## src/rtl/fifo_wr_arbiter.sv

```systemverilog
// Round-robin write arbiter sharing one result FIFO write port between NREQ hash-core requesters.
// Optional stall statistics counter is compiled in when FIFO_ARB_STATS_EN is defined.
module fifo_wr_arbiter #(
   parameter int unsigned NREQ   = 4,
   parameter int unsigned DWIDTH = 64,
   parameter int unsigned BURST  = 4
) (
   input  logic                     clk,
   input  logic                     rst_n,
   input  logic [NREQ-1:0]          req_valid,
   input  logic [NREQ-1:0]          req_last,
   input  logic [NREQ*DWIDTH-1:0]   req_data,
   output logic [NREQ-1:0]          req_ready,
   output logic                     fifo_wr_en,
   output logic [DWIDTH-1:0]        fifo_din,
   input  logic                     fifo_full,
   output logic [NREQ-1:0]          grant,
   output logic                     busy,
   output logic [31:0]              stall_cnt
);

   localparam int unsigned OW  = (NREQ > 1) ? $clog2(NREQ) : 1;
   localparam int unsigned OW1 = OW + 1;
   localparam int unsigned CW  = $clog2(BURST + 1);

   typedef enum logic {IDLE, GRANT} state_t;

   state_t          state;
   logic [OW-1:0]   last_owner;
   logic [OW-1:0]   owner;
   logic [CW-1:0]   word_cnt;

   logic            pick_valid;
   logic [OW-1:0]   pick_idx;
   logic [OW1-1:0]  cand;
   logic            owner_valid;
   logic            owner_last;
   logic            accept;
   logic            rel;

   // Round-robin search starting one past the previous owner
   always_comb begin
      pick_valid = 1'b0;
      pick_idx   = '0;
      cand       = '0;
      for (int unsigned k = 0; k < NREQ; k++) begin
         cand = {1'b0, last_owner} + OW1'(k + 1);
         if (cand >= OW1'(NREQ)) cand = cand - OW1'(NREQ);
         if (!pick_valid && req_valid[cand[OW-1:0]]) begin
            pick_valid = 1'b1;
            pick_idx   = cand[OW-1:0];
         end
      end
   end

   // Write path is combinational from the registered grant so full throttles in-cycle
   always_comb begin
      fifo_din = '0;
      for (int unsigned i = 0; i < NREQ; i++) begin
         if (grant[i]) fifo_din = fifo_din | req_data[i*DWIDTH +: DWIDTH];
      end
   end

   assign owner_valid = |(grant & req_valid);
   assign owner_last  = |(grant & req_last);
   assign req_ready   = grant & {NREQ{~fifo_full}};
   assign fifo_wr_en  = owner_valid & ~fifo_full;
   assign accept      = fifo_wr_en;
   assign rel         = accept & (owner_last | (word_cnt == CW'(BURST - 1)));

   always_ff @(posedge clk or negedge rst_n) begin
      if (!rst_n) begin
         state      <= IDLE;
         grant      <= '0;
         busy       <= 1'b0;
         owner      <= '0;
         last_owner <= OW'(NREQ - 1);
         word_cnt   <= '0;
      end else begin
         case (state)
            IDLE: begin
               if (pick_valid) begin
                  state    <= GRANT;
                  grant    <= NREQ'(1) << pick_idx;
                  busy     <= 1'b1;
                  owner    <= pick_idx;
                  word_cnt <= '0;
               end
            end
            GRANT: begin
               // A packet longer than BURST is cut here; the rest re-arbitrates
               if (rel) begin
                  state      <= IDLE;
                  grant      <= '0;
                  busy       <= 1'b0;
                  last_owner <= owner;
                  word_cnt   <= '0;
               end else if (accept) begin
                  word_cnt <= word_cnt + CW'(1);
               end
            end
         endcase
      end
   end

`ifdef FIFO_ARB_STATS_EN
   // Saturating count of cycles the owner had data but the FIFO was full
   always_ff @(posedge clk or negedge rst_n) begin
      if (!rst_n) begin
         stall_cnt <= '0;
      end else if (owner_valid && fifo_full && (stall_cnt != 32'hFFFF_FFFF)) begin
         stall_cnt <= stall_cnt + 32'd1;
      end
   end
`else
   assign stall_cnt = 32'd0;
`endif

endmodule

```

## config.mk

```make
export PLATFORM = sky130hd
export DESIGN_NAME = fifo_wr_arbiter
export DESIGN_NICKNAME = d
export VERILOG_FILES = /design/src/rtl/fifo_wr_arbiter.sv
export SDC_FILE = /design/constraint.sdc
export NUM_CORES = 1
export LEC_CHECK = 0
export ABC_AREA = 0
export CELL_PAD_IN_SITES_DETAIL_PLACEMENT = 1
export CELL_PAD_IN_SITES_GLOBAL_PLACEMENT = 1
export CORE_MARGIN = 1
export CORE_UTILIZATION = 11
export CTS_BUF_LIST = sky130_fd_sc_hd__clkbuf_16
export DETAILED_ROUTE_END_ITERATION = 12
export HOLD_SLACK_MARGIN = 0.05
export PLACE_DENSITY_LB_ADDON = 0.1
export SETUP_SLACK_MARGIN = 0.3
export SLEW_MARGIN = 10
export SYNTH_ARGS = -nofsm -noshare
export SYNTH_HDL_FRONTEND = slang
export SYNTH_SLANG_ARGS = --single-unit
export TNS_END_PERCENT = 30
```

## constraint.sdc

```tcl
create_clock -name clk -period 1.53 [get_ports clk]
set_input_delay 0.459 -clock clk [delete_from_list [all_inputs] [get_ports clk]]
set_output_delay 0.459 -clock clk [all_outputs]
set_load 0.005 [all_outputs]
```

==> impl_metrics.py, run 1 <==
metrics = {
    "outcome": {
        "violations": "setup timing",
        "run_status": "finished, violations left",
    },
    "route": {
        "drt.antenna.violating_nets": 0,
        "vias": 4189,
        "vias_per_cell": 4.25,
        "firstDrtPassIters": 6,
        "drt_iter0_drc": 94,
        "wl_per_cell_um": 19.1,
        "drc": 0,
        "routed_wl_um": 18800,
    },
    "critical_path": {
        "path_max_fanout": 5,
        "rrSetupSlack_ns": -0.45,
        "startpoint_type": "flop",
        "end_kind": "primary output",
        "critical_path_class": "flop to primary output",
        "worst_r2r_path_depth": 10,
        "crit_chain": "buf_12, buf_16, buf_16, a22oi_2, nand2_1, buf_2",
        "cp_slowest_cell": "dfrtp_2",
        "crit_required_ns": 1.07,
        "crit_buf_inv": 4,
        "rr_startpoint": "grant[2]",
        "slowest_delay_ns": 0.46,
        "critPathTopFamily": "buffers and inverters",
        "arrival_ns": 1.53,
        "path_common_cell": "buf_16",
        "worstReg2RegEnd": "grant[1]",
    },
    "clock_network": {
        "cts_tree": "done",
        "cts-htree-levels": 1,
        "path_clk_slew_ns": 0.05,
        "worstSkewPairLatency_ns": 0.24,
        "hold_buffers": 0,
        "cts_buffers": 3,
        "clockRootBuffer": "clkbuf_16",
        "cts_buffer_depth": 2,
        "clkSinkCount": 13,
    },
    "timing": {
        "setup_viol": 83,
        "fin_crit_ns": 1.99,
        "hold_violations": 0,
        "skew_ns": 0.00555,
        "setup_tns_ns": -26.10,
        "max_freq_mhz": 502,
        "rsz0062_at_grt": "yes",
        "fin_ws_ns": -0.462,
        "report.final.slew_viol_count": 0,
        "min_period_over_period_pct": 130,
    },
    "synth": {
        "yosysTopAreaCell": "a22oi_1",
        "ys_ff_latch": 13,
        "synth_top_area_share_pct": 43.6,
        "ys_top_cells_by_area": "a22oi_1 (44%), dfrtp_1 (12%), nand2_1 (11%)",
        "ys.flop_type": "dfrtp_1",
        "syn-cell-area_um2": 2260,
        "synthArstFlopShare_pct": 100,
        "synth_cell_types": 34,
        "yosysSeqAreaShare_pct": 14.5,
        "synth-edff-count": 0,
        "synthCells": 318,
        "synth.avg_cell_area_um2": 7.10,
        "yosys_warnings": 0,
    },
    "place": {
        "hpwl_um": 14100,
        "gp_congestion": 0.858,
        "dp_slack_ns": -0.686,
        "place_inst": 941,
        "portBuffers": 340,
    },
    "min_path": {
        "min_from": "busy",
        "hp-class": "flop to flop",
        "whs_path_depth": 1,
        "holdPathEnd": "busy",
    },
    "grt": {
        "grt-ovfl-total": 0,
        "grt_max_degree": 31,
        "grt_pass1_vias": 4642,
        "grtUsageTotal_pct": 17.1,
        "antenna_found_initial": 1,
        "grt_pass1_wl_um": 28000,
    },
    "floorplanning": {
        "die_area_um2": 21100,
        "dieWidth_um": 145,
        "core-area_um2": 20200,
        "num_rows": 52,
        "die_h_um": 145,
        "io_pins": 373,
        "initial_utilization_pct": 11.2,
    },
    "power_and_ir_drop": {
        "leakage_nw": 3.00,
        "ir_worst_vdd_mv": 0.474,
        "total_power_mw": 7.96,
        "cellPowerDensity_nw_per_um2": 1120,
    },
    "layout": {
        "layout.nets": 984,
        "n_fill_cell": 2333,
        "final_cells": 985,
        "layout-drive-gt1-share_pct": 36.1,
        "area_delta_synth_final_pct": 215,
        "layout_common_cells": "clkdlybuf4s50_1 (261), a22oi_2 (81), nand2_1 (68)",
        "final_common_cell": "clkdlybuf4s50_1",
    },
    "run": {
        "max_cap_viol_count": 0,
    },
}
[cells in the mapped netlist (3+ instances only)]
master    instances
nand2b_1          3
a32o_1            4
dfrtp_1          11
buf_4            32
clkbuf_1         24
nor2b_1           5
inv_1             3
a22oi_1         131
buf_1             4
o22ai_1           3
nand2_1          69
[registers in the layout, summed over array words and instances (netlist names)]
signal	flops
busy	1
grant	4
last_owner	2
owner	2
state	1
word_cnt	3
[how the worst max path moves through the flow]
stage	end	cells after the start	slack [ns]	start
after floorplan	last_owner[0]	4	0.08	req_last[1]
after global routing	last_owner[0]	7	-0.54	grant[3]
after CTS	grant[1]	10	-0.47	grant[2]
final	fifo_din[49]	6	-0.46	grant[2]
after global placement	fifo_din[47]	4	-0.68	req_data[47]
after detailed placement	fifo_din[47]	4	-0.69	req_data[47]
[stage by stage]
step / cell area [um2] / utilization (%) / hold WS [ns]
after floorplan: 2430 / - / 0.163
after global placement: 6260 / 31.0 / 0.470
after detailed placement: 6260 / 31.0 / 0.471
after CTS: 7030 / 34.8 / 0.489
after global routing: 7100 / 35.2 / 0.502
final: 7100 / 35.2 / 0.486
[metal layers]
| metal | wire [um] | part of all wire [%] | vias up | global-route usage (%) |
|---|---|---|---|---|
| li1 | - | - | 1963 | - |
| met1 | 6930 | 37 | 1986 | 18.0 |
| met2 | 10200 | 54 | 228 | 33.8 |
| met3 | 1360 | 7.3 | 12 | 4.12 |
| met4 | 289 | 1.5 | 0 | 3.68 |
| met5 | 0 | 0 | - | 0 |
[worst register-to-register path: stages (launching register included)]
cell and delay, ns:
dfrtp_2 0.44, buf_12 0.13, buf_16 0.12, buf_6 0.10
a22oi_2 0.05, buf_4 0.14, buf_6 0.11, a211oi_4 0.26
nand2_4 0.13, buf_6 0.14, a32o_1 0.23
[cells by family (layout without fill, tap and decap cells)]
kind of cell	count (synthesis)	in the layout	synth area share, %
AND/OR/NAND/NOR	84	84	15.6
AO/OA/AOI/OAI	151	151	50.8
buffers and inverters	64	429	16.0
multiplexers	3	3	1.77
adder cells (fa/ha/maj)	2	2	1.11
flip-flops	13	13	14.5
other	1	33	0.166
[area by class of cell]
type / count / area, um2 / area share, %
Inverter: 3 / 11.3 / 0.159
Sequential cell: 13 / 333 / 4.68
Clock buffer: 3 / 75.1 / 1.06
Clock inverter: 1 / 3.75 / 0.0528
Timing Repair Buffer: 422 / 4190 / 58.9
Antenna cell: 1 / 2.50 / 0.0352
Multi-Input combinational cell: 272 / 2160 / 30.3
Tap cell: 270 / 338 / 4.76
[power by group]
part	internal (mW)	switching (mW)	leakage (nW)	total, mW
clock	0.344	0.140	0.0423	0.485
sequential	0.504	0.150	0.153	0.654
combinational	3.88	2.93	2.80	6.82
total	4.73	3.22	3.00	7.96
[repair_timing]
item / 4_1_cts / 5_1_grt
endpoints found under the setup margin: 87 / 86
endpoints found under the hold margin: 0 / 0
resized for setup: 355 / 57
gates cloned: 7 / 1
pin swaps: 52 / 35
setup buffers: 26 / 5
(Power assumes the default switching activity.)
==> inputs of run 2 (changes only) <==
Settings changed: CORE_ASPECT_RATIO set to 0.6, CTS_BUF_LIST sky130_fd_sc_hd__clkbuf_16 to unset.
==> run 2 against run 1 <==
  * The run still ends with setup timing left
  * Final cell count decreased by 1.0%
  * Clock skew increased by 0.0039 ns
  * Wire length increased by 1.7%
  * Count of clock-buffer cells in the layout is 1 higher
  * Global-route usage shrank 2.4 points
  * Sequential share of layout area increased by 0.056 points
  * Critical path depth did not move
  * Sequential power up 3.1%
  * First-iteration DRC count is 73% higher
  * Non-clock buffer count decreased by 12
==> impl_metrics.py, run 2 (same netlist as run 1, synthesis figures left out) <==
metrics = {
    "timing": {
        "report.final.slew_viol_count": 0,
        "max_freq_mhz": 502,
        "fin_crit_ns": 1.99,
        "rsz0062_at_grt": "yes",
        "setup_viol": 83,
        "fin_hold_ws_ns": 0.478,
        "skew_ns": 0.00942,
        "fin_ws_ns": -0.462,
        "min_period_over_period_pct": 130,
        "hold_violations": 0,
    },
    "place": {
        "hpwl_um": 13600,
        "portBuffers": 340,
        "gp_congestion": 0.846,
        "dp_slack_ns": -0.669,
    },
    "grt": {
        "grtUsageTotal_pct": 14.7,
        "grt_pass1_wl_um": 24400,
        "antenna_found_initial": 0,
        "grt_max_degree": 35,
        "grt-ovfl-total": 0,
        "grt_pass1_vias": 4064,
    },
    "layout": {
        "largest_register": "grant",
        "area_delta_synth_final_pct": 211,
        "reg_top3": "grant x4, word_cnt x3",
        "n_fill_cell": 2330,
        "fin_util_pct": 35.0,
        "layout.nets": 972,
        "final_common_cell": "clkdlybuf4s50_1",
        "largest_reg_flops": 4,
        "multiInputGateArea_um2": 2210,
        "final-seq-area_um2": 333,
        "layout_common_cells": "clkdlybuf4s50_1 (261), a22oi_2 (88), nand2_1 (68)",
        "antenna_cells": 0,
        "layout-drive-gt1-share_pct": 35.9,
    },
    "critical_path": {
        "arrival_ns": 1.53,
        "path_max_fanout": 9,
        "critical_path_class": "flop to primary output",
        "crit_required_ns": 1.07,
        "startpoint_type": "flop",
        "end_kind": "primary output",
    },
    "floorplanning": {
        "die_area_um2": 21100,
        "dieWidth_um": 187,
        "core-area_um2": 20100,
        "initial_utilization_pct": 11.2,
        "die_h_um": 113,
        "io_pins": 373,
        "num_rows": 40,
    },
    "clock_network": {
        "cts_buffers": 3,
        "path_clk_slew_ns": 0.05,
        "clockRootBuffer": "clkbuf_16",
        "clkSinkCount": 13,
        "cts_buffer_depth": 2,
        "hold_buffers": 0,
        "cts-htree-levels": 1,
        "cts_tree": "done",
        "worstSkewPairLatency_ns": 0.25,
    },
    "power_and_ir_drop": {
        "p_int_mw": 4.46,
        "ir_worst_vdd_mv": 0.431,
        "seq_power_share_pct": 8.7,
        "p_sw_mw": 3.26,
        "cellPowerDensity_nw_per_um2": 1100,
        "p_sw_share_pct": 42.2,
        "clkPwrFrac_pct": 6.6,
        "leakage_nw": 2.96,
        "comb_power_share_pct": 84.7,
        "total_power_mw": 7.72,
    },
    "route": {
        "drt.antenna.violating_nets": 0,
        "wl_met2_um": 9140,
        "vias_per_cell": 4.20,
        "vias": 4099,
        "drt_iter0_drc": 163,
        "routed_wl_um": 19100,
        "drc": 0,
        "firstDrtPassIters": 4,
        "routedLengthMet1_um": 9020,
        "routed.top_layer": "met4",
        "wl_met3_um": 809,
        "wl_per_cell_um": 19.6,
    },
    "outcome": {
        "run_status": "finished, violations left",
        "violations": "setup timing",
    },
    "min_path": {
        "hp-class": "flop to flop",
    },
    "run": {
        "max_cap_viol_count": 0,
    },
}
==> run 2: cell types whose count changed in the layout (fill, tap and decap cells not counted), sizes merged <==
cell	previous run	this run
dlygate4sd2	3	4
clkbuf	25	57
buf	131	85
inv	4	3
diode	1	0
dlymetal6s2s	0	4
clkdlybuf4s15	5	3
==> run 2: path summary, 6_finish.rpt <==
check	start	endpoint	slack [ns]	depth (start not counted)
max in group asynchronous	rst_n	last_owner[0]	0.76	2
hold / removal	state	busy	0.48	1
setup reg to reg	grant[3]	grant[2]	-0.44	9
hold reg to reg	state	busy	0.48	1
min in group asynchronous	rst_n	busy	0.52	2
setup / recovery	grant[0]	fifo_din[31]	-0.46	6
==> run 2: what timing repair did <==
item,CTS,global route
gates resized for setup,153,216
pin swaps,12,54
setup endpoints to repair,87,86
buffers inserted,0,30
gates cloned,0,12
==> run 2: worst max-delay path, stage by stage, from the launching register on <==
cell       delay (ns)
dfrtp_2          0.47
buf_6            0.16
clkbuf_16        0.17
buf_4            0.15
a22oi_1          0.16
nand2_1          0.06
clkbuf_2         0.12
==> run 2: power by group through the flow <==
stage          logic [mW]  clock network, mW  registers, mW
2_1_floorplan        2.25                  0          0.606
3_3_place_gp         5.78                  0          0.670
3_5_place_dp         5.80                  0          0.681
4_1_cts              5.49              0.519          0.680
5_1_grt              7.05              0.539          0.694
6_report             6.53              0.511          0.674
==> run 2: final cells by class <==
class,instances,area share [%]
tap,273,4.87
inverter,3,0.160
multi-input combinational,272,31.4
sequential,13,4.74
clock buffer,4,1.12
timing repair buffer,410,57.7
==> run 2: per-layer routing <==
layer  vias to the layer above  track usage (%)
li1                       1938                -
met1                      2005             19.7
met2                       148             25.2
met3                         8             2.76
met4                         0             1.37
met5                         -                0
==> run 2: stage by stage <==
stage / TNS, ns / instance area [um2] / cells
2_1_floorplan: 0 / 2430 / 349
3_3_place_gp: -42.74 / 6130 / 929
6_report: -27.38 / 7020 / 975
5_1_grt: -31.93 / 7020 / 975
3_5_place_dp: -43.51 / 6130 / 929
4_1_cts: -28.99 / 6270 / 933
